### config.mk
export PLATFORM = sky130hd
export DESIGN_NAME = gf_red_seq
export DESIGN_NICKNAME = d
export VERILOG_FILES = /design/src/rtl/gf_pkg.sv /design/src/rtl/cl_add.sv /design/src/rtl/gf_red_step.sv /design/src/rtl/gf_red_seq.sv
export SDC_FILE = /design/constraint.sdc
export NUM_CORES = 1
export LEC_CHECK = 0
export ABC_AREA = 1
export BUFFER_PORTS_ARGS = -buffer_cell sky130_fd_sc_hd__buf_2
export CELL_PAD_IN_SITES_DETAIL_PLACEMENT = 1
export CELL_PAD_IN_SITES_GLOBAL_PLACEMENT = 1
export CORE_MARGIN = 3
export CORE_UTILIZATION = 36
export DETAILED_ROUTE_END_ITERATION = 8
export PLACE_DENSITY_LB_ADDON = 0.1
export SYNTH_ARGS = -nofsm -noshare
export SYNTH_HDL_FRONTEND = slang
export SYNTH_HIERARCHICAL = 1
export SYNTH_SLANG_ARGS = --single-unit
export TNS_END_PERCENT = 50
### constraint.sdc
create_clock -name clk -period 2.9 [get_ports clk]
set_clock_uncertainty 0.15 [all_clocks]
set_input_delay 0 -clock clk [delete_from_list [all_inputs] [get_ports clk]]
set_output_delay 0 -clock clk [all_outputs]
set_load 0.03 [all_outputs]
### src/rtl/gf_pkg.sv
// Shared GF(2^m) definitions: FSM states, grade limits
// and the grade-legality check used by the GF units.
package gf_pkg;

    typedef enum logic [1:0] {
        IDLE = 2'd0,
        RUN  = 2'd1,
        DONE = 2'd2
    } gf_state_e;

    localparam int GF_MIN_GRADE = 2;

    function automatic logic grade_ok(input int unsigned m, input int unsigned w);
        return (m >= GF_MIN_GRADE) && (m <= w);
    endfunction

endpackage

### src/rtl/cl_add.sv
// Carry-less (GF(2)) addition: bitwise XOR of two
// equal-width polynomials.
module cl_add #(
    parameter int W = 8
) (
    input  logic [W-1:0] a,
    input  logic [W-1:0] b,
    output logic [W-1:0] y
);

    assign y = a ^ b;

endmodule

### src/rtl/gf_red_step.sv
// One reduction step at bit position j: cancel rem[j] with
// P aligned to j, then move j down. No-op once j < m.
module gf_red_step #(
    parameter int W  = 8,
    parameter int JW = 4,
    parameter int GW = 4
) (
    input  logic [2*W-1:0] rem,
    input  logic [W:0]     p,
    input  logic [JW-1:0]  j,
    input  logic [GW-1:0]  m,
    output logic [2*W-1:0] rem_nxt,
    output logic [JW-1:0]  j_nxt
);

    logic [JW-1:0]  mj;
    logic [JW-1:0]  sh;
    logic           act;
    logic [2*W-1:0] addend;

    assign mj  = JW'(m);
    assign act = (j >= mj);
    assign sh  = j - mj;

    assign addend = (act && rem[j]) ? ({{(W-1){1'b0}}, p} << sh) : '0;

    cl_add #(.W(2*W)) u_add (
        .a (rem),
        .b (addend),
        .y (rem_nxt)
    );

    assign j_nxt = act ? j - JW'(1) : j;

endmodule

### src/rtl/gf_red_seq.sv
// Sequential GF(2^m) reducer: STEPS bit positions per cycle,
// valid/ready on both sides, flags illegal field grades.
module gf_red_seq
    import gf_pkg::*;
#(
    parameter int DATA_WIDTH = 12,
    parameter int STEPS      = 1,
    parameter int GRADE_W    = $clog2(DATA_WIDTH + 1)
) (
    input  logic                    clk,
    input  logic                    rst,
    input  logic                    in_valid,
    output logic                    in_ready,
    input  logic [GRADE_W-1:0]      polyn_grade,
    input  logic [DATA_WIDTH:0]     polyn_red_in,
    input  logic [2*DATA_WIDTH-1:0] reduc_in,
    output logic                    out_valid,
    input  logic                    out_ready,
    output logic [DATA_WIDTH-1:0]   out,
    output logic                    out_err,
    output logic                    busy
);

    localparam int W  = DATA_WIDTH;
    localparam int JW = $clog2(2 * W);

    gf_state_e state, state_nxt;

    logic [GRADE_W-1:0] m_q;
    logic [W:0]         p_q;
    logic [2*W-1:0]     rem;
    logic [JW-1:0]      j;
    logic               err;

    logic               accept;
    logic               legal;
    logic               run_end;
    logic [W:0]         p_mask;
    logic [2*W-1:0]     r_mask;
    logic [JW-1:0]      j_init;

    logic [2*W-1:0]     rem_c [STEPS+1];
    logic [JW-1:0]      j_c   [STEPS+1];

    assign legal  = grade_ok(int'(polyn_grade), W);
    assign accept = in_valid && in_ready;
    assign j_init = JW'(2 * int'(polyn_grade) - 1);

    // Bit m of P is implied; nothing at or above 2m of R takes part.
    always_comb begin
        p_mask = '0;
        r_mask = '0;
        for (int i = 0; i <= W; i++)
            p_mask[i] = (i < int'(polyn_grade)) ? polyn_red_in[i]
                                                : (i == int'(polyn_grade));
        for (int i = 0; i < 2 * W; i++)
            r_mask[i] = (i < 2 * int'(polyn_grade)) ? reduc_in[i] : 1'b0;
    end

    assign rem_c[0] = rem;
    assign j_c[0]   = j;

    for (genvar s = 0; s < STEPS; s++) begin : g_step
        gf_red_step #(.W(W), .JW(JW), .GW(GRADE_W)) u_step (
            .rem     (rem_c[s]),
            .p       (p_q),
            .j       (j_c[s]),
            .m       (m_q),
            .rem_nxt (rem_c[s+1]),
            .j_nxt   (j_c[s+1])
        );
    end

    assign run_end = (j_c[STEPS] < JW'(m_q));

    always_ff @(posedge clk) begin
        if (rst) state <= IDLE;
        else     state <= state_nxt;
    end

    always_comb begin
        state_nxt = state;
        unique case (state)
            IDLE: if (accept) state_nxt = legal ? RUN : DONE;
            RUN:  if (run_end) state_nxt = DONE;
            DONE: begin
                if (out_ready)
                    state_nxt = accept ? (legal ? RUN : DONE) : IDLE;
            end
            default: state_nxt = IDLE;
        endcase
    end

    always_ff @(posedge clk) begin
        if (rst) begin
            m_q <= '0;
            p_q <= '0;
            rem <= '0;
            j   <= '0;
            err <= 1'b0;
        end else if (accept) begin
            m_q <= polyn_grade;
            p_q <= legal ? p_mask : '0;
            rem <= legal ? r_mask : '0;
            j   <= legal ? j_init : '0;
            err <= !legal;
        end else if (state == RUN) begin
            rem <= rem_c[STEPS];
            j   <= j_c[STEPS];
        end
    end

    // Bits m and above are already cleared once reduction finishes.
    always_comb begin
        in_ready  = 1'b0;
        out_valid = 1'b0;
        out       = '0;
        out_err   = 1'b0;
        busy      = (state != IDLE);
        if (!rst)
            in_ready = (state == IDLE) || (state == DONE && out_ready);
        if (state == DONE) begin
            out_valid = 1'b1;
            out       = rem[W-1:0];
            out_err   = err;
        end
    end

endmodule
==> results of run 1 <==
Yosys cell counts (all sizes together):
library cell | count | area (sq um)
nand3 | 124 | 633.1
nor3 | 2 | 10.01
o21a | 1 | 7.510
nand2 | 263 | 999.7
a21oi | 50 | 250.2
clkbuf | 10 | 38.78
ha | 14 | 175.2
o211ai | 4 | 30.03
o21ai | 70 | 350.3
a22oi | 2 | 15.01
xor2 | 7 | 68.82
nand3b | 7 | 52.55
nor2 | 65 | 287.8
inv | 116 | 435.4
a22o | 1 | 8.760
nand4 | 4 | 25.02
fa | 1 | 20.02
dfxtp | 49 | 980.9
buf | 29 | 186.4
or2 | 2 | 12.51
state kept, by name, summed over array words and instances, names as in the netlist:
| signal | count |
|---|---|
| state | 2 |
| err | 1 |
| m_q | 4 |
| p_q | 13 |
| rem | 24 |
| j | 5 |
layout make-up:
| class | instances | area [sq um] | share of cell area |
|---|---|---|---|
| multi-input combinational | 617 | 3097 | 0.5357 |
| sequential | 49 | 983.4 | 0.1701 |
| timing repair buffer | 119 | 890.9 | 0.1541 |
| inverter | 116 | 439.2 | 0.07597 |
| tap | 168 | 210.2 | 0.03636 |
| clock buffer | 5 | 125.1 | 0.02165 |
| clock inverter | 2 | 35.03 | 0.006061 |
metrics by stage:
step / util / worst slack (ns) / instance area [sq um] / power (uW) / instances
CTS: 0.4587 / 0.01996 / 5602 / 3607 / 1074
floorplan: - / 0.04949 / 4588 / 2313 / 821
finish: 0.4734 / 0.1181 / 5781 / 3758 / 1076
global route: 0.4734 / -0.03059 / 5781 / 4065 / 1076
detailed placement: 0.4087 / 0.04028 / 4991 / 2855 / 1022
global placement: 0.4087 / 0.1345 / 4991 / 2783 / 1022
cells by family (layout without fill, tap and decap cells):
group | after synthesis | in the layout | share of synthesized area
xor+xnor | 7 | 7 | 0.01500
flops | 49 | 49 | 0.2138
buf+inv | 155 | 242 | 0.1440
compound gates | 128 | 128 | 0.1443
simple gates | 467 | 467 | 0.4404
fa+ha+maj | 15 | 15 | 0.04254
per-layer routing:
metal	global-route usage	vias up	wire length [um]
met5	0	-	0
met4	0.08038	0	405
met3	0.02517	22	667
met2	0.4362	105	8638
met1	0.3365	2661	8260
li1	-	2778	-
path summary, 6_finish.rpt:
path,cells past startpoint,slack [ns],endpoint
worst min register to register,2,0.33,err
worst max-delay path,16,0.12,rem[8]
worst max register to register,16,0.12,rem[8]
worst min-delay path,3,0.01,m_q[1]
what timing repair did:
item                                    CTS  global route
setup buffers                             0             2
endpoints found under the hold margin    41             0
hold buffers                             45             0
resized for setup                         0            52
endpoints found under the setup margin    0            26
power groups by stage:
stage	sequential, uW	combinational [uW]	clock [uW]
2_1_floorplan	830	1480	0
3_3_place_gp	854	1930	0
3_5_place_dp	860	1990	0
4_1_cts	845	2050	708
5_1_grt	860	2480	729
6_report	849	2210	697
worst reg2reg max path: cells and delay by family, from the launching register on:
| family | cells | cell delay (ns) |
|---|---|---|
| buffers and inverters | 5 | 0.42 |
| adders and majority gates | 2 | 0.73 |
| AOI/OAI and AO/OA | 3 | 0.42 |
| and+or+nand+nor | 6 | 0.64 |
| DFF | 1 | 0.32 |
==> qor.csv, run 1 <==
metric;value;unit
CTS tree;done;
GRT Resource Usage Total;0.2544;
CP Launch Point;j[0];
f_max;0.3595;GHz
LEAKAGE;0.002647;uW
Overflow after GRT;0;
Max FO, Critical Path;12;
status;finished clean;
CP top delay family;adder cells;
core area;12210;sq um
Clock Tree Buf Depth;2;
chip height;118.9;um
Worst Path Class, Setup;reg2reg;
antenna violations before repair;1;
CP max stage cell;fa_2;
CP arrival;2.82;ns
Final Hold Vio Count;0;
vias in the first global route;5702;
CP endpoint kind;flop;
Hold WC Path Type;in2reg;
ANT nets after route;0;
Syn Nets;881;
Via Count;5566;
Yosys cell types;31;
sequential power share;0.226;
first-pass detailed-route iteration total;4;
Initial Util;0.3757;
Cell Chain, Critical Path;inv_2 > ha_1 > inv_1 > fa_2 > inv_2 > buf_6 > nand3_1 > nand3_1 > nand3_1 > o211ai_1 > nor2_1 > inv_1 > nand2_1 > nand2_1 > o21ai_0 > a21oi_1;
R2R Path Start;j[0];
Die Area;14140;sq um
clock root buffer;clkbuf_16;
Yosys warnings;6;
relative slew slack;0.3395;
largest net degree at the start of global routing;37;
iteration-0 DRC count of the detailed router;302;
P_int;1900;uW
most frequent cells in the layout;255 x nand2_1, 109 x inv_1, 109 x nand3_1, 59 x buf_2, 58 x o21ai_0;
clock share of power;0.185;
slowest stage delay, CP;0.59;ns
wire per inst;16.70;um
Avg Cell Area, Syn;5.588;sq um
first-pass GRT wire length;28900;um
Layout Nets;968;
Final TNS setup;0;ns
post-route clock period utilization;0.9593;
post-synthesis register bit count;49;
H-tree depth;2;
vias per cell;5.173;
share of cells above drive strength 1;0.1597;
worst hold slack;0.01239;ns
fin crit period;2.782;ns
Final Max Slew Viols;0;
Psw;1858;uW
port bufs;59;
CTS sink count;49;
Cells after Synth;821;
setup violation total in the final timing report;0;
MaxCap Viol Count;0;
worst path bufs/invs;5;
Die Wd;118.9;um
CP startpoint kind;flop;
Worst path most repeated cell;nand3_1;
RD Place Congestion;0.9159;
commonest non-fill, non-tap cell in the layout;nand2_1;
Worst Max-Slew Pin Slew;0.9897;ns
critical hold path startpoint;polyn_grade[1];
n_diodes;0;
Critical Path RT;2.94;ns
Layout area overhead;25.99;%
switch share;0.4945;
fillers;1750;
Post-DP HPWL;13030;um
Worst VDD drop;246.5;uV
Comb pwr share;0.589;
Residual DRC;0;
worst-skew pair later-pin latency;0.31;ns
I/O Pins;61;
drt total wl;17970;um
Post-Syn Area;4588;sq um
clk slew on worst S/H paths;0.07;ns
Core Rows;40;
Cell Pwr Density;650.2;nW/um^2
Seq/Total Area, Yosys;0.2138;
cts bufs inserted;5;
RSZ-0062 raised after global routing;true;
No activity file was read; power rests on OpenSTA's default activity.
==> run 2, diff against run 1 <==
--- a/config.mk
+++ b/config.mk
@@ -5,12 +5,11 @@
 export SDC_FILE = /design/constraint.sdc
 export NUM_CORES = 1
 export LEC_CHECK = 0
-export ABC_AREA = 1
 export BUFFER_PORTS_ARGS = -buffer_cell sky130_fd_sc_hd__buf_2
 export CELL_PAD_IN_SITES_DETAIL_PLACEMENT = 1
 export CELL_PAD_IN_SITES_GLOBAL_PLACEMENT = 1
 export CORE_MARGIN = 3
-export CORE_UTILIZATION = 36
+export CORE_UTILIZATION = 39
 export DETAILED_ROUTE_END_ITERATION = 8
 export PLACE_DENSITY_LB_ADDON = 0.1
 export SYNTH_ARGS = -nofsm -noshare
==> qor.csv, run 2 <==
metric;value;unit;change
Worst Path Class, Setup;reg2reg;;
core area;10510;sq um;-14%
first-pass GRT wire length;28270;um;-2.2%
sequential power share;0.138;;-0.088
Yosys top cell by area;dfxtp_1;;
Layout area overhead;43.54;%;
GRT Resource Usage Total;0.2858;;+0.03142
dominant cells by area after synthesis;dfxtp_1 23%, xor2_1 5.9%, a311oi_1 5.7%, nand2_1 5.7%, nor2_1 5.7%;;
Hold Path Depth;4;;+1
Via Count;4880;;-12%
I/O Pins;61;;unchanged
Critical Path RT;2.99;ns;+0.05 ns
vias per cell;5.816;;+12%
Yosys warnings;6;;unchanged
worst reg-to-reg path cell count;14;;-2
Commonest cells post-synth;65 x nand2_1, 65 x nor2_1, 49 x dfxtp_1, 40 x nand3_1, 29 x xor2_1;;
ys flop type;dfxtp_1;;
Biggest register;rem;;
Overflow after GRT;0;;unchanged
clk slew on worst S/H paths;0.10;ns;+0.03 ns
worst-skew pair later-pin latency;0.33;ns;+0.02 ns
fin crit period;3.019;ns;+0.2366 ns
share of cells above drive strength 1;0.3485;;+0.1888
relative slew slack;0.5795;;+0.2400
MaxCap Viol Count;0;;unchanged
Layout Nets;762;;-21%
wire per inst;21.54;um;+29%
clock share of power;0.067;;-0.118
Post-synth EDFFs;0;;unchanged
drt total wl;18070;um;+0.57%
Worst Max-Slew Pin Slew;0.6307;ns;-0.3589 ns
CP arrival;3.11;ns;+0.29 ns
post-layout instance area;6171;sq um;+6.8%
Initial Util;0.4091;;+0.03338
clock root buffer;clkbuf_8;;
n_diodes;0;;unchanged
H-tree depth;2;;unchanged
worst hold slack;0.05035;ns;+0.03797 ns
vias in the first global route;5176;;-9.2%
status;finished with violations;;
Post-Syn Area;4299;sq um;-6.3%
P_int;4098;uW;+120%
largest net degree at the start of global routing;59;;+59%
CP startpoint kind;flop;;
LEAKAGE;0.002509;uW;-5.2%
Synth top area share;0.2282;;+0.01437
ANT nets after route;0;;unchanged
Die Wd;111.0;um;-6.6%
CTS tree;done;;
Final Hold Vio Count;0;;unchanged
first-pass detailed-route iteration total;7;;+3
Final Total Pwr;8178;uW;+120%
cts bufs inserted;5;;unchanged
Comb pwr share;0.795;;+0.206
chip height;111.0;um;-6.6%
Placed Area;5130;sq um;+2.8%
iteration-0 DRC count of the detailed router;288;;-4.6%
CTS sink count;49;;unchanged
Yosys cell types;61;;+97%
setup violation total in the final timing report;18;;+18
RD Place Congestion;0.8929;;-2.5%
Die Area;12320;sq um;-13%
most frequent cells in the layout;64 x nand2_1, 63 x buf_4, 59 x buf_2, 57 x nor2_1;;
f_max;0.3313;GHz;-7.8%
max reg flops;24;;unchanged
Top Registers;rem x24, p_q x13, j x5;;
post-route clock period utilization;1.041;;+0.08160
Final WS setup;-0.1185;ns;-0.2366 ns
antenna violations before repair;0;;-1
Post-DP HPWL;11850;um;-9.0%
Cells after Synth;565;;-31%
switch share;0.4989;;+0.004441
Hold WC Path Type;in2reg;;
Worst VDD drop;661.2;uV;+170%
Residual DRC;0;;unchanged
dpl ws;-0.2429;ns;-0.2832 ns
Core Rows;37;;-7.5%
Psw;4080;uW;+120%
CP endpoint kind;flop;;
RSZ-0062 raised after global routing;true;;
commonest non-fill, non-tap cell in the layout;nand2_1;;
Clock Tree Buf Depth;2;;unchanged
post-synthesis register bit count;49;;unchanged
port bufs;59;;unchanged
ys async rst share;0;;unchanged
Seq/Total Area, Yosys;0.2282;;+0.01437
Syn Nets;625;;-29%
Final Max Slew Viols;0;;unchanged
Cell Pwr Density;1325;nW/um^2;+100%
failing checks;setup timing;;
Max FO, Critical Path;8;;-4
Avg Cell Area, Syn;7.609;sq um;+36%
run 2: changes by cell type after synthesis, moves of 14 or more:
cell      before  now
mux2i_1        0   23
a21oi_1       50   28
nand2_1      258   65
clkbuf_1       9   28
nand3_1      123   40
xor2_1         6   29
inv_1        111   16
a311oi_1       0   28
o21ai_0       66   14
and2_1         0   14
run 2: final timing paths:
check                                     start      end  slack [ns]
worst min-delay path            polyn_red_in[1]   p_q[1]        0.05
worst max register to register             j[0]  rem[15]       -0.12
worst max-delay path                       j[0]  rem[15]       -0.12
worst min register to register           p_q[1]   p_q[1]        0.33
run 2: stage by stage:
step                      setup TNS (ns)  utilization  std cells
after floorplan                  -0.1130            -        565
after global placement           -0.9492       0.4882        775
after detailed placement          -2.623       0.4882        775
after CTS                        -0.1189       0.5654        834
after global routing              -4.211       0.5872        839
final                            -0.7567       0.5872        839
run 2: cell type report:
cell class / instances / area, sq um
Timing Repair Buffer: 180 / 1429
Sequential cell: 49 / 988.4
Clock buffer: 7 / 86.33
Fill cell: 1263 / 4338
Inverter: 16 / 60.06
Clock inverter: 1 / 30.03
Tap cell: 136 / 170.2
Multi-Input combinational cell: 450 / 3407
run 2: layer usage:
layer	wire length (um)	global-route usage	share of wire
met1	7940	0.3651	0.44
met2	8860	0.5004	0.49
met3	904	0.04531	0.050
met4	368	0.07307	0.020
met5	0	0	0
run 2: logic make-up (layout without fill, tap and decap cells):
group,count (synthesis),count (layout),synth area share
and+or+nand+nor,250,250,0.2878
AOI/OAI and AO/OA,102,102,0.1735
buffers and inverters,66,204,0.06607
DFF,49,49,0.2282
muxes,45,45,0.1217
xor gates and xnor gates,38,38,0.07742
adders and majority gates,15,15,0.04540
run 2: power groups by stage:
stage                     sequential (uW)  combinational, uW  clock (uW)
final                                1130               6500         550
after global routing                 1160               6940         579
after CTS                            1120               5770         559
after detailed placement             1130               5060           0
after global placement               1120               4900           0
after floorplan                      1070               3250           0
run 2: repair_timing:
action | in CTS | in global routing
hold buffers | 43 | 0
setup buffers | 9 | 6
resized for setup | 47 | 40
setup endpoints to repair | 25 | 25
pin swaps | 28 | 30
endpoints found under the hold margin | 41 | 0
cloned | 0 | 0
run 2: worst max-delay path: stages (launching register included):
cell	delay (ns)
dfxtp_2	0.34
inv_2	0.07
ha_4	0.13
inv_2	0.04
fa_2	0.41
xor2_1	0.17
buf_4	0.19
buf_6	0.13
mux2i_4	0.19
a21oi_2	0.22
nor2_1	0.08
nor4_2	0.29
xor2_1	0.21
nand2_1	0.09
a311oi_2	0.23
==> run 3, diff against run 2 <==
--- a/config.mk
+++ b/config.mk
@@ -5,11 +5,13 @@
 export SDC_FILE = /design/constraint.sdc
 export NUM_CORES = 1
 export LEC_CHECK = 0
+export ABC_CLOCK_PERIOD_IN_PS = 2900
 export BUFFER_PORTS_ARGS = -buffer_cell sky130_fd_sc_hd__buf_2
 export CELL_PAD_IN_SITES_DETAIL_PLACEMENT = 1
 export CELL_PAD_IN_SITES_GLOBAL_PLACEMENT = 1
 export CORE_MARGIN = 3
 export CORE_UTILIZATION = 39
+export CTS_BUF_LIST = sky130_fd_sc_hd__clkbuf_8 sky130_fd_sc_hd__clkbuf_16
 export DETAILED_ROUTE_END_ITERATION = 8
 export PLACE_DENSITY_LB_ADDON = 0.1
 export SYNTH_ARGS = -nofsm -noshare
==> qor.csv, run 3 (synthesis gave the netlist of run 2 again) <==
metric;value;unit;change
status;finished with violations;;
failing checks;setup timing;;
Layout area overhead;41.04;%;
fin crit period;2.994;ns;-0.02443 ns
first-pass detailed-route iteration total;4;;-3
RSZ-0062 raised after global routing;true;;
cts bufs inserted;5;;unchanged
Residual DRC;0;;unchanged
Cell Pwr Density;1299;nW/um^2;-2.0%
most frequent cells in the layout;64 x buf_4, 62 x nand2_1, 59 x buf_2, 58 x nor2_1, 44 x dfxtp_1;;
Hold WC Path Type;in2reg;;
setup violation total in the final timing report;13;;-5
H-tree depth;2;;unchanged
CTS sink count;49;;unchanged
port bufs;59;;unchanged
Clock Tree Buf Depth;2;;unchanged
worst-skew pair later-pin latency;0.34;ns;about the same
reg-to-reg slack, setup;-0.09;ns;+0.02 ns
core area;10510;sq um;unchanged
Worst Max-Slew Pin Slew;0.6118;ns;-0.01896 ns
Layout Nets;758;;-0.52%
Hold Path Depth;4;;unchanged
share of cells above drive strength 1;0.3376;;-0.01088
Biggest register;rem;;
chip height;111.0;um;unchanged
GRT Resource Usage Total;0.2835;;-0.002347
Placed Area;5130;sq um;unchanged
slowest stage delay, CP;0.38;ns;-0.03 ns
Crit Reg-Reg Endpoint;rem[22];;
clock root buffer;clkbuf_8;;
n_diodes;0;;unchanged
ANT nets after route;0;;unchanged
Final Max Slew Viols;0;;unchanged
commonest non-fill, non-tap cell in the layout;buf_4;;
Worst Path Class, Setup;reg2reg;;
Max FO, Critical Path;7;;-1
Sequential Area;987.2;sq um;-0.13%
Via Count;4807;;-1.5%
CTS tree;done;;
LEAKAGE;0.002490;uW;-0.78%
R2R Path Start;j[0];;
largest net degree at the start of global routing;59;;unchanged
Initial Util;0.4091;;unchanged
met1 track demand over resource;0.3585;;-0.006568
Worst VDD drop;703.2;uV;+6.3%
CP startpoint kind;flop;;
Overflow after GRT;0;;unchanged
Top Registers;rem x24, p_q x13, j x5;;
Hold EP;p_q[1];;
CP endpoint kind;flop;;
f_max;0.3340;GHz;+0.82%
iteration-0 DRC count of the detailed router;215;;-25%
CP arrival;3.10;ns;about the same
post-route clock period utilization;1.032;;-0.008425
busiest grt layer;met2;;
Die Wd;111.0;um;unchanged
Final Hold Vio Count;0;;unchanged
wire per inst;21.19;um;-1.6%
post-layout instance area;6063;sq um;-1.7%
Cell Chain, Critical Path;inv_2 > ha_4 > inv_2 > fa_2 > xnor2_1 > buf_4 > buf_4 > mux2i_1 > a21oi_2 > nand3_1 > a21oi_2 > xor2_1 > nand2_1 > a311oi_1;;
dpl ws;-0.2429;ns;unchanged
MaxCap Viol Count;0;;unchanged
relative slew slack;0.5884;;+0.008877
met2 GRT Util;0.5004;;unchanged
Core Rows;37;;unchanged
RD Place Congestion;0.8929;;unchanged
vias per cell;5.757;;-1.0%
Post-DP HPWL;11850;um;unchanged
CP max stage cell;fa_2;;
antenna violations before repair;0;;unchanged
drt total wl;17690;um;-2.1%
max reg flops;24;;unchanged
first-pass GRT wire length;28030;um;-0.83%
I/O Pins;61;;unchanged
GRT met3 Usage;0.03821;;-0.007096
critical hold path startpoint;polyn_red_in[1];;
worst reg-to-reg path cell count;14;;unchanged
Multi-input gate area;3358;sq um;-1.4%
fillers;1262;;-0.079%
Final Total Pwr;7875;uW;-3.7%
vias in the first global route;5155;;-0.41%
Critical Path RT;3.00;ns;about the same
Die Area;12320;sq um;unchanged
clk slew on worst S/H paths;0.11;ns;about the same
Final WS setup;-0.09409;ns;+0.02443 ns
-- run 3: cell count changes in the layout (fill, tap and decap cells not counted), moves of 2 or more --
cell      previous run  this run
nor4_2               5         7
buf_6                8         4
o21ai_1              4         2
nand2_1             64        62
o21ai_0             10        12
mux2i_2              7         4
a311oi_1            24        26
mux2i_1             13        17
nand2_2              1         3
a311oi_2             5         3
-- run 3: final cells by class --
cell class / instances / area share
tap: 136 / 0.02806
multi-input combinational: 450 / 0.5539
clock inverter: 2 / 0.005572
timing repair buffer: 176 / 0.2262
clock buffer: 6 / 0.01362
sequential: 49 / 0.1628
inverter: 16 / 0.009905
-- run 3: power by group --
group | switching [uW] | internal, uW
combinational | 3480 | 2720
clock | 269 | 279
sequential | 232 | 893
total | 3980 | 3890
-- run 3: worst max-delay path by stage --
stage,startpoint,endpoint,slack (ns),cells after the start
after floorplan,j[0],rem[20],-0.04,13
after global placement,j[0],rem[19],-0.23,14
after detailed placement,j[0],rem[3],-0.24,15
after CTS,j[0],rem[18],-0.02,14
after global routing,j[0],rem[17],-0.28,14
final,j[0],rem[22],-0.09,14
-- run 3: repair_timing --
item / 4_1_cts / 5_1_grt
endpoints found under the hold margin: 41 / 0
gates resized for setup: 38 / 35
pin swaps: 16 / 18
setup endpoints to repair: 25 / 25
hold buffers: 43 / 0
setup buffers: 6 / 4
-- run 3: per-stage QoR --
stage	setup TNS [ns]	util	cells	hold WS, ns
2_1_floorplan	-0.1130	-	565	0.02019
3_3_place_gp	-0.9492	0.4882	775	0.1259
3_5_place_dp	-2.623	0.4882	775	0.1439
4_1_cts	-0.02971	0.5582	831	0.03374
5_1_grt	-4.374	0.5770	835	0.05311
6_report	-0.5640	0.5770	835	0.04626
-- run 3: metal layers --
| metal | routed length [um] | vias to the layer above | part of all wire |
|---|---|---|---|
| li1 | - | 2287 | - |
| met1 | 7809 | 2324 | 0.44 |
| met2 | 8595 | 160 | 0.49 |
| met3 | 768 | 36 | 0.043 |
| met4 | 519 | 0 | 0.029 |
| met5 | 0 | - | 0 |
-- run 3: critical path: cells and delay by family, from the launching register on --
| family | cells | cell delay [ns] |
|---|---|---|
| flops | 1 | 0.34 |
| compound gates | 3 | 0.69 |
| buf+inv | 4 | 0.51 |
| xor+xnor | 2 | 0.40 |
| fa+ha+maj | 2 | 0.52 |
| mux | 1 | 0.09 |
| simple gates | 2 | 0.22 |
